===== src/rtl/mod_seq_pkg.sv =====
// Shared types and constants for the modular sequential ALU.
// Holds the FSM state encoding, the op codes and the operand/modulus limits.
package mod_seq_pkg;

    localparam int OPW = 4;
    localparam logic [OPW-1:0] MOD_MIN = 4'd9;
    localparam logic [OPW-1:0] MOD_MAX = 4'd15;

    localparam logic [1:0] OP_ADD = 2'b00;
    localparam logic [1:0] OP_SUB = 2'b01;
    localparam logic [1:0] OP_MUL = 2'b10;
    localparam logic [1:0] OP_RSV = 2'b11;

    typedef enum logic [2:0] {
        IDLE = 3'd0,
        CALC = 3'd1,
        DBL  = 3'd2,
        MADD = 3'd3,
        DONE = 3'd4
    } state_t;

endpackage


===== src/rtl/mod_addsub.sv =====
// Combinational modular add/subtract: r = (a +/- b) mod m for a, b < m.
// Computed at 5 bits with one conditional correction by m.
module mod_addsub
    import mod_seq_pkg::*;
(
    input  logic [OPW-1:0] a,
    input  logic [OPW-1:0] b,
    input  logic           s,
    input  logic [OPW-1:0] m,
    output logic [OPW-1:0] r
);

    logic [OPW:0] sum;
    logic [OPW:0] fixed;

    always_comb begin
        sum   = '0;
        fixed = '0;
        if (s) begin
            sum = {1'b0, a} - {1'b0, b};
            // A borrow shows up in the top bit; adding m wraps it back into range.
            fixed = sum[OPW] ? (sum + {1'b0, m}) : sum;
        end else begin
            sum   = {1'b0, a} + {1'b0, b};
            fixed = (sum >= {1'b0, m}) ? (sum - {1'b0, m}) : sum;
        end
        r = fixed[OPW-1:0];
    end

endmodule


===== src/rtl/mod_alu_seq.sv =====
// Sequential modular ALU: add/sub in one calc step, mul by MSB-first
// double-and-add over 4 fixed DBL/MADD pairs; valid/ready on both sides.
module mod_alu_seq
    import mod_seq_pkg::*;
#(
    parameter logic [3:0] M = 4'b1111
) (
    input  logic           clk,
    input  logic           rst_n,
    input  logic           in_valid,
    output logic           in_ready,
    input  logic [1:0]     op,
    input  logic [OPW-1:0] x,
    input  logic [OPW-1:0] y,
    output logic           out_valid,
    input  logic           out_ready,
    output logic [OPW-1:0] z,
    output logic           err
);

    generate
        if (M < MOD_MIN || M > MOD_MAX) begin : g_bad_modulus
            $error("mod_alu_seq: modulus M outside 9..15");
        end
    endgenerate

    state_t         state_reg, state_next;
    logic [1:0]     op_reg, op_next;
    logic [OPW-1:0] x_reg, x_next;
    logic [OPW-1:0] y_reg, y_next;
    logic [OPW-1:0] acc_reg, acc_next;
    logic [OPW-1:0] z_reg, z_next;
    logic           err_reg, err_next;
    logic [1:0]     bit_reg, bit_next;

    logic [OPW-1:0] as_a, as_b, as_r;
    logic           as_s;

    mod_addsub u_addsub (
        .a (as_a),
        .b (as_b),
        .s (as_s),
        .m (M),
        .r (as_r)
    );

    always_ff @(posedge clk) begin
        if (!rst_n) begin
            state_reg <= IDLE;
            op_reg    <= OP_ADD;
            x_reg     <= '0;
            y_reg     <= '0;
            acc_reg   <= '0;
            z_reg     <= '0;
            err_reg   <= 1'b0;
            bit_reg   <= 2'd3;
        end else begin
            state_reg <= state_next;
            op_reg    <= op_next;
            x_reg     <= x_next;
            y_reg     <= y_next;
            acc_reg   <= acc_next;
            z_reg     <= z_next;
            err_reg   <= err_next;
            bit_reg   <= bit_next;
        end
    end

    // The single adder is steered by state: operands in CALC, acc+acc in DBL, acc+x in MADD.
    always_comb begin
        as_a = '0;
        as_b = '0;
        as_s = 1'b0;
        case (state_reg)
            CALC: begin
                as_a = x_reg;
                as_b = y_reg;
                as_s = (op_reg == OP_SUB);
            end
            DBL: begin
                as_a = acc_reg;
                as_b = acc_reg;
            end
            MADD: begin
                as_a = acc_reg;
                as_b = x_reg;
            end
            default: ;
        endcase
    end

    always_comb begin
        state_next = state_reg;
        op_next    = op_reg;
        x_next     = x_reg;
        y_next     = y_reg;
        acc_next   = acc_reg;
        z_next     = z_reg;
        err_next   = err_reg;
        bit_next   = bit_reg;
        case (state_reg)
            IDLE: begin
                if (in_valid) begin
                    op_next  = op;
                    x_next   = x;
                    y_next   = y;
                    acc_next = '0;
                    bit_next = 2'd3;
                    if (op == OP_RSV || x >= M || y >= M) begin
                        err_next   = 1'b1;
                        z_next     = '0;
                        state_next = DONE;
                    end else begin
                        err_next   = 1'b0;
                        state_next = (op == OP_MUL) ? DBL : CALC;
                    end
                end
            end
            CALC: begin
                z_next     = as_r;
                state_next = DONE;
            end
            DBL: begin
                acc_next   = as_r;
                state_next = MADD;
            end
            MADD: begin
                if (y_reg[bit_reg]) begin
                    acc_next = as_r;
                end
                if (bit_reg == 2'd0) begin
                    z_next     = y_reg[0] ? as_r : acc_reg;
                    state_next = DONE;
                end else begin
                    bit_next   = bit_reg - 2'd1;
                    state_next = DBL;
                end
            end
            DONE: begin
                if (out_ready) begin
                    state_next = IDLE;
                end
            end
            default: state_next = IDLE;
        endcase
    end

    assign in_ready  = (state_reg == IDLE);
    assign out_valid = (state_reg == DONE);
    assign z         = z_reg;
    assign err       = err_reg;

endmodule


===== config.mk =====
export PLATFORM = sky130hd
export DESIGN_NAME = mod_alu_seq
export DESIGN_NICKNAME = d
export VERILOG_FILES = /design/src/rtl/mod_seq_pkg.sv /design/src/rtl/mod_addsub.sv /design/src/rtl/mod_alu_seq.sv
export SDC_FILE = /design/constraint.sdc
export NUM_CORES = 1
export LEC_CHECK = 0
export ABC_AREA = 0
export CAP_MARGIN = 15
export CORE_MARGIN = 3
export CORE_UTILIZATION = 56
export DETAILED_ROUTE_END_ITERATION = 6
export HOLD_SLACK_MARGIN = 0.06
export PLACE_DENSITY = 0.79
export SYNTH_ARGS = -nofsm -noshare
export SYNTH_HDL_FRONTEND = slang
export SYNTH_SLANG_ARGS = --single-unit

===== constraint.sdc =====
create_clock -name clk -period 4.4 [get_ports clk]
set_input_delay 0.88 -clock clk [delete_from_list [all_inputs] [get_ports clk]]
set_output_delay 0.88 -clock clk [all_outputs]
set_load 0.05 [all_outputs]

Yosys cells after proc, flatten, opt, wreduce, memory -nomap -nowiden:

Cells that the tools add are included.

* reductions and logical operators: 13
* add/subtract/negate cells: 5
* multiplexer cells: 26
* eq/ne operators: 13
* $lt $le $gt $ge: 4

Operator list (number)
* $mux 4: 9
* $pmux 4 s3: 3
* $pmux 3 s5: 1
* $mux 3: 4
* $ge 4x4->1 const B: 2
* $ne 2x2->1 const B: 4
* $pmux 4 s2: 1
* $eq 3x2->1 const B: 2
* $mux 2: 3
* $reduce_and 3->1: 2
* $reduce_bool 3->1: 2
* $add 4x4->5: 1
* $ge 5x4->1 const B: 1
* $sub 4x4->5: 1
* $add 4x4->4 const B: 1
* $eq 2x2->1 const B: 2
* $ne 2x1->1 const B: 2
* $pmux 2 s2: 1
* $reduce_and 2->1: 2
* $reduce_and 4->1: 1
* $sub 4x4->4 const B: 1
* $eq 3x1->1 const B: 1
* $eq 3x3->1 const B: 1
* $logic_not 3->1: 1
* 9 further kinds: 12

* word-level logic and storage cells: 69
* output and inout bits: 7
* bits of input ports: 14
* register bits after elaboration: 24

Logic depth before layout (Yosys ltp):

Gate-level depths: netlist (run 1).

* depth after elaboration: 10
* mapped depth: 15
* gate-level depth less buffers: 12

Cells and area by module:

A second synthesis (run 1) with hierarchy kept.

* cell total of the unflattened synthesis: 249
* area total of the unflattened synthesis: 2077.0 µm²

Modules (own cells, without submodules)
* mod_alu_seq: instances 1, seq. area each 480.5 µm², area each 1392.6 µm², cells an instance 169
* mod_addsub: instances 1, seq. area each 0.0 µm², area each 684.4 µm², cells an instance 80

Least setup slack after synthesis (run 1):

OpenSTA, ideal clock, no wires.

* path kind: register to register
* start: register state_reg[1]
* end: register acc_reg[1]
* arrival: 3043 ps
* library setup time: 132 ps
* stages on the path, launching flop included: 16
* required time: 4268 ps
* path buffers: 3
* slack: 1225 ps
* period minus slack after synthesis: 3175 ps
* cell sequence: dfxtp_1 -> buf_2 -> clkbuf_1 -> clkbuf_1 -> nand2_1 -> nor2_1 -> a21oi_1 -> nor2_1 -> ha_1 -> ha_1 -> ha_1 -> a21oi_1 -> nor4_1 -> a311o_1 -> a211oi_2 -> o22ai_1

* word-level cells in the longest chain between the ends: 9
* elaborated cells between the ends (all ways): 22
* classes of those cells: add/sub: 4; order compare: 1; eq/ne: 5; mux: 8; reduce/logical: 4

RTL lines
* from (decl): RTL line mod_alu_seq.sv:27 `state_t state_reg, state_next;`
* from (signal assigned): RTL line mod_alu_seq.sv:58 `state_reg <= state_next;`
* $eq 3x2->1: RTL line mod_alu_seq.sv:74, mod_alu_seq.sv:101
* $reduce_or 2->1 (no line)
* $pmux 4 s2: RTL line mod_alu_seq.sv:74 `case (state_reg)`
* $add 4x4->5 / $sub 4x4->5 (equally long branches): RTL line mod_addsub.sv:24, mod_addsub.sv:20
* $sub 4x4->4 (tied with other cells): RTL line mod_addsub.sv:25 `fixed = (sum >= {1'b0, m}) ? (sum - {1'b0, m}) : sum;`
* $mux 4 (on tied branches): RTL line mod_addsub.sv:25, mod_addsub.sv:22
* $mux 4: RTL line mod_addsub.sv:19 `if (s) begin`
* $mux 4: RTL line mod_alu_seq.sv:128 `if (y_reg[bit_reg]) begin`
* $pmux 4 s3: RTL line mod_alu_seq.sv:101 `case (state_reg)`
* to (signal assigned): RTL line mod_alu_seq.sv:62 `acc_reg <= acc_next;`
* to (decl): RTL line mod_alu_seq.sv:31 `logic [OPW-1:0] acc_reg, acc_next;`

Parallel ways exist; a longest one is shown, timed or not. The select of a mux whose other input is x is not followed.
A chain may end at the register's enable or synchronous reset.

Worst setup path in the final report (run 1):

* start: register state_reg[0]
* end: register acc_reg[1]

The elaborated chain is that of the path after synthesis.

==> results.py, run 1 <==
metrics = {
    "logic_synthesis": {
        "ys_ff_latch": 24,
        "ys_warn_count": 0,
        "synth_ff_type": "dfxtp_1",
        "synth_compound_area_frac": 0.250,
        "ys_types": 50,
        "synth_edf_count": 0,
        "synthSimpleGateAreaFrac": 0.243,
        "synth_top_family_by_area": "compound AO/OA/AOI/OAI gates",
        "syn_area_sq_mm": 0.00190,
        "synthMuxAreaShare": 0.0691,
        "yosysTopAreaCell": "dfxtp_1",
        "synth_xor_area_frac": 0.0257,
        "synthTopCellsByArea": "dfxtp_1 (25%), ha_1 (7.9%), nand2_1 (7.9%)",
        "synth-seq-area-share": 0.253,
        "syn_area_per_cell_sq_um": 7.52,
        "synthCells": 253,
        "synthAdderAreaFrac": 0.0895,
        "syn-num-nets": 280,
        "async_flop_share": 0,
        "synth.top_cell.area_share": 0.253,
    },
    "floorplanning": {
        "fp.dieH_um": 64.3,
        "initial_core_util": 0.603,
        "ios": 21,
        "fp.dieW_um": 64.3,
        "row_count": 20,
        "core_area_sq_mm": 0.00315,
        "dieArea_sq_mm": 0.00413,
    },
    "finish": {
        "fin_nets": 296,
        "multi_input_area_sq_mm": 0.00129,
        "drive_gt1_frac": 0.0485,
        "fin_area_sq_mm": 0.00217,
        "final.fill_count": 293,
        "final_cell_mix": "nand2_1 (40), a21oi_1 (27), dfxtp_1 (24)",
        "seq_area_sq_um": 480,
        "fin_cells": 312,
        "antennaDiodeCount": 0,
        "layout_commonest_cell": "nand2_1",
        "syn2layout_area_growth_pct": 14.3,
    },
    "placement": {
        "portBuffers": 20,
        "placed_area_sq_mm": 0.00212,
        "gp_congestion": 0.902,
        "place_inst": 308,
        "hpwl_um": 3530,
    },
    "route": {
        "drtIter0Drc": 166,
        "wirelength_um": 4420,
        "drc": 0,
        "vias": 1830,
        "drt_pass1_iterations": 4,
        "wire_per_inst_um": 14.2,
        "vias_per_cell": 5.87,
        "ant_nets": 0,
    },
    "global_routing": {
        "antenna_found_initial": 0,
        "grt.total_usage": 0.229,
        "gr-total-overflow": 0,
        "grt_max_degree": 22,
        "grt_pass1_vias": 1694,
        "grt_pass1_wl_um": 7760,
    },
    "cts": {
        "postCtsSetupBuffers": 0,
        "clock_latency_ns": 0.32,
        "htree_levels": 1,
        "cts_tree": "yes",
        "cts.sinks": 24,
        "root_buffer": "clkbuf_4",
        "clkTransAtPathRegs_ns": 0.15,
        "cts.path.max_buffers": 2,
        "cts_hold_buf": 0,
        "cts_buffers": 3,
        "cts_resized": 0,
    },
    "pwr": {
        "p_leak_nw": 0.864,
        "powerDensity_mw_per_mm2": 252,
        "vdd_drop_max_uv": 207,
    },
    "sta": {
        "finalClockSkew_ns": 0.0176,
        "final-max-slew-violation-count": 0,
        "worstMarginPinSlew_ns": 0.680,
        "fin_crit_sh": 0.793,
        "rsz0062_at_grt": "no",
        "fmax_mhz": 287,
        "slew_headroom": 0.546,
        "fin_crit_ns": 3.49,
        "fin_hold_ws_ns": 0.473,
        "tns_ns": 0,
        "setup_viol": 0,
        "hold_viol": 0,
    },
    "setup_path": {
        "crit_path_end_kind": "flip-flop",
        "critPathRequiredTime_ns": 4.59,
        "arrival_ns": 3.68,
        "cp-start-kind": "flip-flop",
        "crit_type": "flip-flop to flip-flop",
        "crit_path_max_fanout": 20,
    },
    "hold_path": {
        "hp-class": "flip-flop to flip-flop",
    },
    "status": {
        "status": "complete, no violations",
    },
    "flow_run": {
        "maxCapViolCount": 0,
    },
}
kinds of logic (layout without fill, tap and decap cells):
kind of cell | after synthesis | count (layout)
AO/OA/AOI/OAI | 71 | 71
XOR/XNOR | 4 | 4
adder cells (fa/ha/maj) | 13 | 13
buffers and inverters | 34 | 49
flip-flops | 24 | 24
multiplexers | 9 | 9
AND/OR/NAND/NOR | 98 | 98
Yosys cell counts (all sizes together) (2+ instances only):
cell type	number
a31oi	2
nor2	19
nor3	3
ha	12
o32ai	2
o211ai	3
mux2	3
o21ai	11
and2	4
dfxtp	24
nor2b	3
mux2i	5
clkbuf	3
nor4	4
nand4	3
xnor2	2
a21o	6
a211oi	2
nand2b	4
and3	4
o22ai	5
nand2	40
a21oi	27
inv	23
nand3	7
buf	7
a311oi	2
a311o	2
nand3b	4
path summary, 6_finish.rpt:
path | endpoint | depth (start not counted) | slack (ns) | start
worst max-delay path | acc_reg[1] | 12 | 0.91 | state_reg[0]
worst max register to register | acc_reg[1] | 12 | 0.91 | state_reg[0]
worst min-delay path | op_reg[1] | 2 | 0.47 | op_reg[1]
worst min register to register | op_reg[1] | 2 | 0.47 | op_reg[1]
through the flow:
stage                      util  setup WS, ns  total power [W]
after floorplan               -          1.22         0.000348
after CTS                 0.689         0.952         0.000548
final                     0.689         0.912         0.000548
after global placement    0.673          1.04         0.000388
after detailed placement  0.673          1.01         0.000390
after global routing      0.689         0.524         0.000575
power by group:
part           switching, W  internal (W)
Combinational     0.0000795     0.0000579
Sequential        0.0000194      0.000230
Clock             0.0000691     0.0000921
Total              0.000168      0.000380
routing by layer:
layer,track usage,up-vias,wire [um],part of all wire
li1,-,929,-,-
met3,0.0299,4,250,0.057
met4,0.0475,0,18,0.0041
met2,0.352,67,1970,0.45
met1,0.341,830,2180,0.49
met5,0,-,0,0
critical path: stages (launching register included):
cell and delay [ns]:
dfxtp_1 0.70, inv_1 0.22, nor2_1 0.32, nand2_1 0.11, a21o_1 0.22, inv_1 0.08, ha_1 0.27, nor2_1 0.08
xnor2_1 0.38, nor4_1 0.16, a311o_1 0.38, a211oi_2 0.30, o22ai_1 0.13
layout make-up:
cell class / instances / share of cell area
clock inverters: 1 / 0.0138
repair buffers: 21 / 0.0956
inverters: 24 / 0.0415
clock buffers: 3 / 0.0104
well taps: 44 / 0.0253
flip-flops and latches: 24 / 0.221
multi-input cells: 195 / 0.592
No activity file was read; power rests on OpenSTA's default activity.
==> inputs of run 2 (changes only) <==
==> constraint.sdc (replaced) <==
create_clock -name clk -period 3.3 [get_ports clk]
set_input_delay 0.66 -clock clk [delete_from_list [all_inputs] [get_ports clk]]
set_output_delay 0.66 -clock clk [all_outputs]
set_load 0.05 [all_outputs]
==> results.py, run 2 (synthesized netlist as in run 1, its figures left out) <==
metrics = {
    "status": {
        "status": "complete, no violations",
    },
    "placement": {
        "portBuffers": 20,
        "hpwl_um": 3530,
        "gp_congestion": 1.02,
        "placed_area_sq_mm": 0.00217,
    },
    "floorplanning": {
        "row_count": 20,
        "dieArea_sq_mm": 0.00413,
        "ios": 21,
        "initial_core_util": 0.603,
        "fp.dieW_um": 64.3,
        "core_area_sq_mm": 0.00315,
        "fp.dieH_um": 64.3,
    },
    "pwr": {
        "power_frac_clock": 0.194,
        "pwr-share-comb": 0.308,
        "internal_power_w": 0.000434,
        "switching_share": 0.333,
        "power_switching_w": 0.000216,
        "p_seq_frac": 0.498,
        "powerDensity_mw_per_mm2": 296,
        "p_leak_nw": 0.880,
        "vdd_drop_max_uv": 258,
    },
    "setup_path": {
        "critPathRequiredTime_ns": 3.50,
        "crit_path_end_kind": "flip-flop",
        "crit_type": "flip-flop to flip-flop",
        "cp-start-kind": "flip-flop",
        "crit_path_max_fanout": 10,
        "critPathSlowestCell": "dfxtp_2",
        "cp_top_family": "compound AO/OA/AOI/OAI gates",
        "arrival_ns": 3.18,
        "cpMostUsedCell": "ha_1",
        "critPathBufInv": 0,
        "slowest_delay_ns": 0.44,
        "path_cells": "mux2_2 -> a21oi_1 -> nor2_1 -> ha_1 -> ha_1 -> ha_1 -> a21oi_1 -> nor4_2 -> a311o_1 -> a211oi_2 -> o22ai_1",
    },
    "sta": {
        "setup_viol": 0,
        "fmax_mhz": 335,
        "tns_ns": 0,
        "worstMarginPinSlew_ns": 0.546,
        "finalClockSkew_ns": 0.00727,
        "fin_crit_sh": 0.905,
        "hold_viol": 0,
        "rsz0062_at_grt": "no",
        "slew_headroom": 0.632,
        "fin_crit_ns": 2.99,
        "final-max-slew-violation-count": 0,
    },
    "finish": {
        "antennaDiodeCount": 0,
        "fin_area_sq_mm": 0.00220,
        "syn2layout_area_growth_pct": 15.5,
        "final_cell_mix": "nand2_1 (40), a21oi_1 (27), inv_1 (23), dfxtp_1 (23), clkdlybuf4s50_1 (20)",
        "drive_gt1_frac": 0.0733,
        "fin_nets": 302,
        "layout_commonest_cell": "nand2_1",
        "final_util": 0.696,
    },
    "cts": {
        "root_buffer": "clkbuf_4",
        "htree_levels": 1,
        "cts_tree": "yes",
        "cts_hold_buf": 0,
        "clock_latency_ns": 0.31,
        "cts_buffers": 3,
        "cts_resized": 0,
        "cts.sinks": 24,
        "clkTransAtPathRegs_ns": 0.12,
        "cts.path.max_buffers": 2,
        "postCtsSetupBuffers": 0,
    },
    "global_routing": {
        "antenna_found_initial": 0,
        "grt_pass1_vias": 1732,
        "gr-total-overflow": 0,
        "grt_max_degree": 20,
        "grt.total_usage": 0.233,
        "grt_pass1_wl_um": 7820,
    },
    "flow_run": {
        "maxCapViolCount": 0,
    },
    "route": {
        "wirelength_um": 4420,
        "drt_pass1_iterations": 5,
        "ant_nets": 0,
        "vias_per_cell": 5.81,
        "vias": 1843,
        "drtIter0Drc": 129,
        "drc": 0,
        "wire_per_inst_um": 13.9,
    },
    "hold_path": {
        "hp-class": "flip-flop to flip-flop",
    },
}
run 2: cell count changes in the layout (fill, tap and decap cells not counted):
cell / change
bufinv_16: -1
dfxtp_2: +1
dfxtp_1: -1
buf_4: +6
nor4_2: +1
nor4_1: -1
run 2: final cells by class:
type,instances,area [sq um]
Clock buffer,3,22.5
Fill cell,286,957
Inverter,24,90.1
Multi-Input combinational cell,195,1290
Sequential cell,24,482
Tap cell,44,55.1
Timing Repair Buffer,27,253
run 2: final timing paths:
check	to	slack [ns]	cells after the start	startpoint
setup / recovery	z[1]	0.31	11	state_reg[1]
hold / removal	op_reg[1]	0.48	2	op_reg[1]
setup reg to reg	z[1]	0.31	11	state_reg[1]
hold reg to reg	op_reg[1]	0.48	2	op_reg[1]
run 2: through the flow:
step / hold slack (ns) / setup slack [ns] / std cells / total power (W)
4_1_cts: 0.473 / 0.234 / 317 / 0.000650
5_1_grt: 0.496 / 0.0781 / 317 / 0.000684
3_3_place_gp: 0.454 / 0.330 / 314 / 0.000527
2_1_floorplan: 0.437 / 0.125 / 253 / 0.000464
6_report: 0.476 / 0.313 / 317 / 0.000650
3_5_place_dp: 0.456 / 0.261 / 314 / 0.000527
run 2: worst min-delay path: stages, from the launching register on:
cell and delay (ns):
dfxtp_1 0.34, nand2_1 0.05, a21oi_1 0.05
run 2: power by group through the flow:
stage | sequential (W) | clock (W) | combinational [W]
2_1_floorplan | 0.000332 | 0 | 0.000131
3_3_place_gp | 0.000329 | 0 | 0.000197
3_5_place_dp | 0.000329 | 0 | 0.000198
4_1_cts | 0.000323 | 0.000128 | 0.000199
5_1_grt | 0.000326 | 0.000138 | 0.000219
6_report | 0.000323 | 0.000126 | 0.000200
run 2: metal layers:
| metal | up-vias | share of wire | wire length (um) | track usage |
|---|---|---|---|---|
| met1 | 840 | 0.49 | 2160 | 0.342 |
| met5 | - | 0 | 0 | 0 |
| met4 | 0 | 0.0038 | 17 | 0.0396 |
| met3 | 2 | 0.075 | 330 | 0.0457 |
| li1 | 937 | - | - | - |
| met2 | 64 | 0.43 | 1910 | 0.356 |
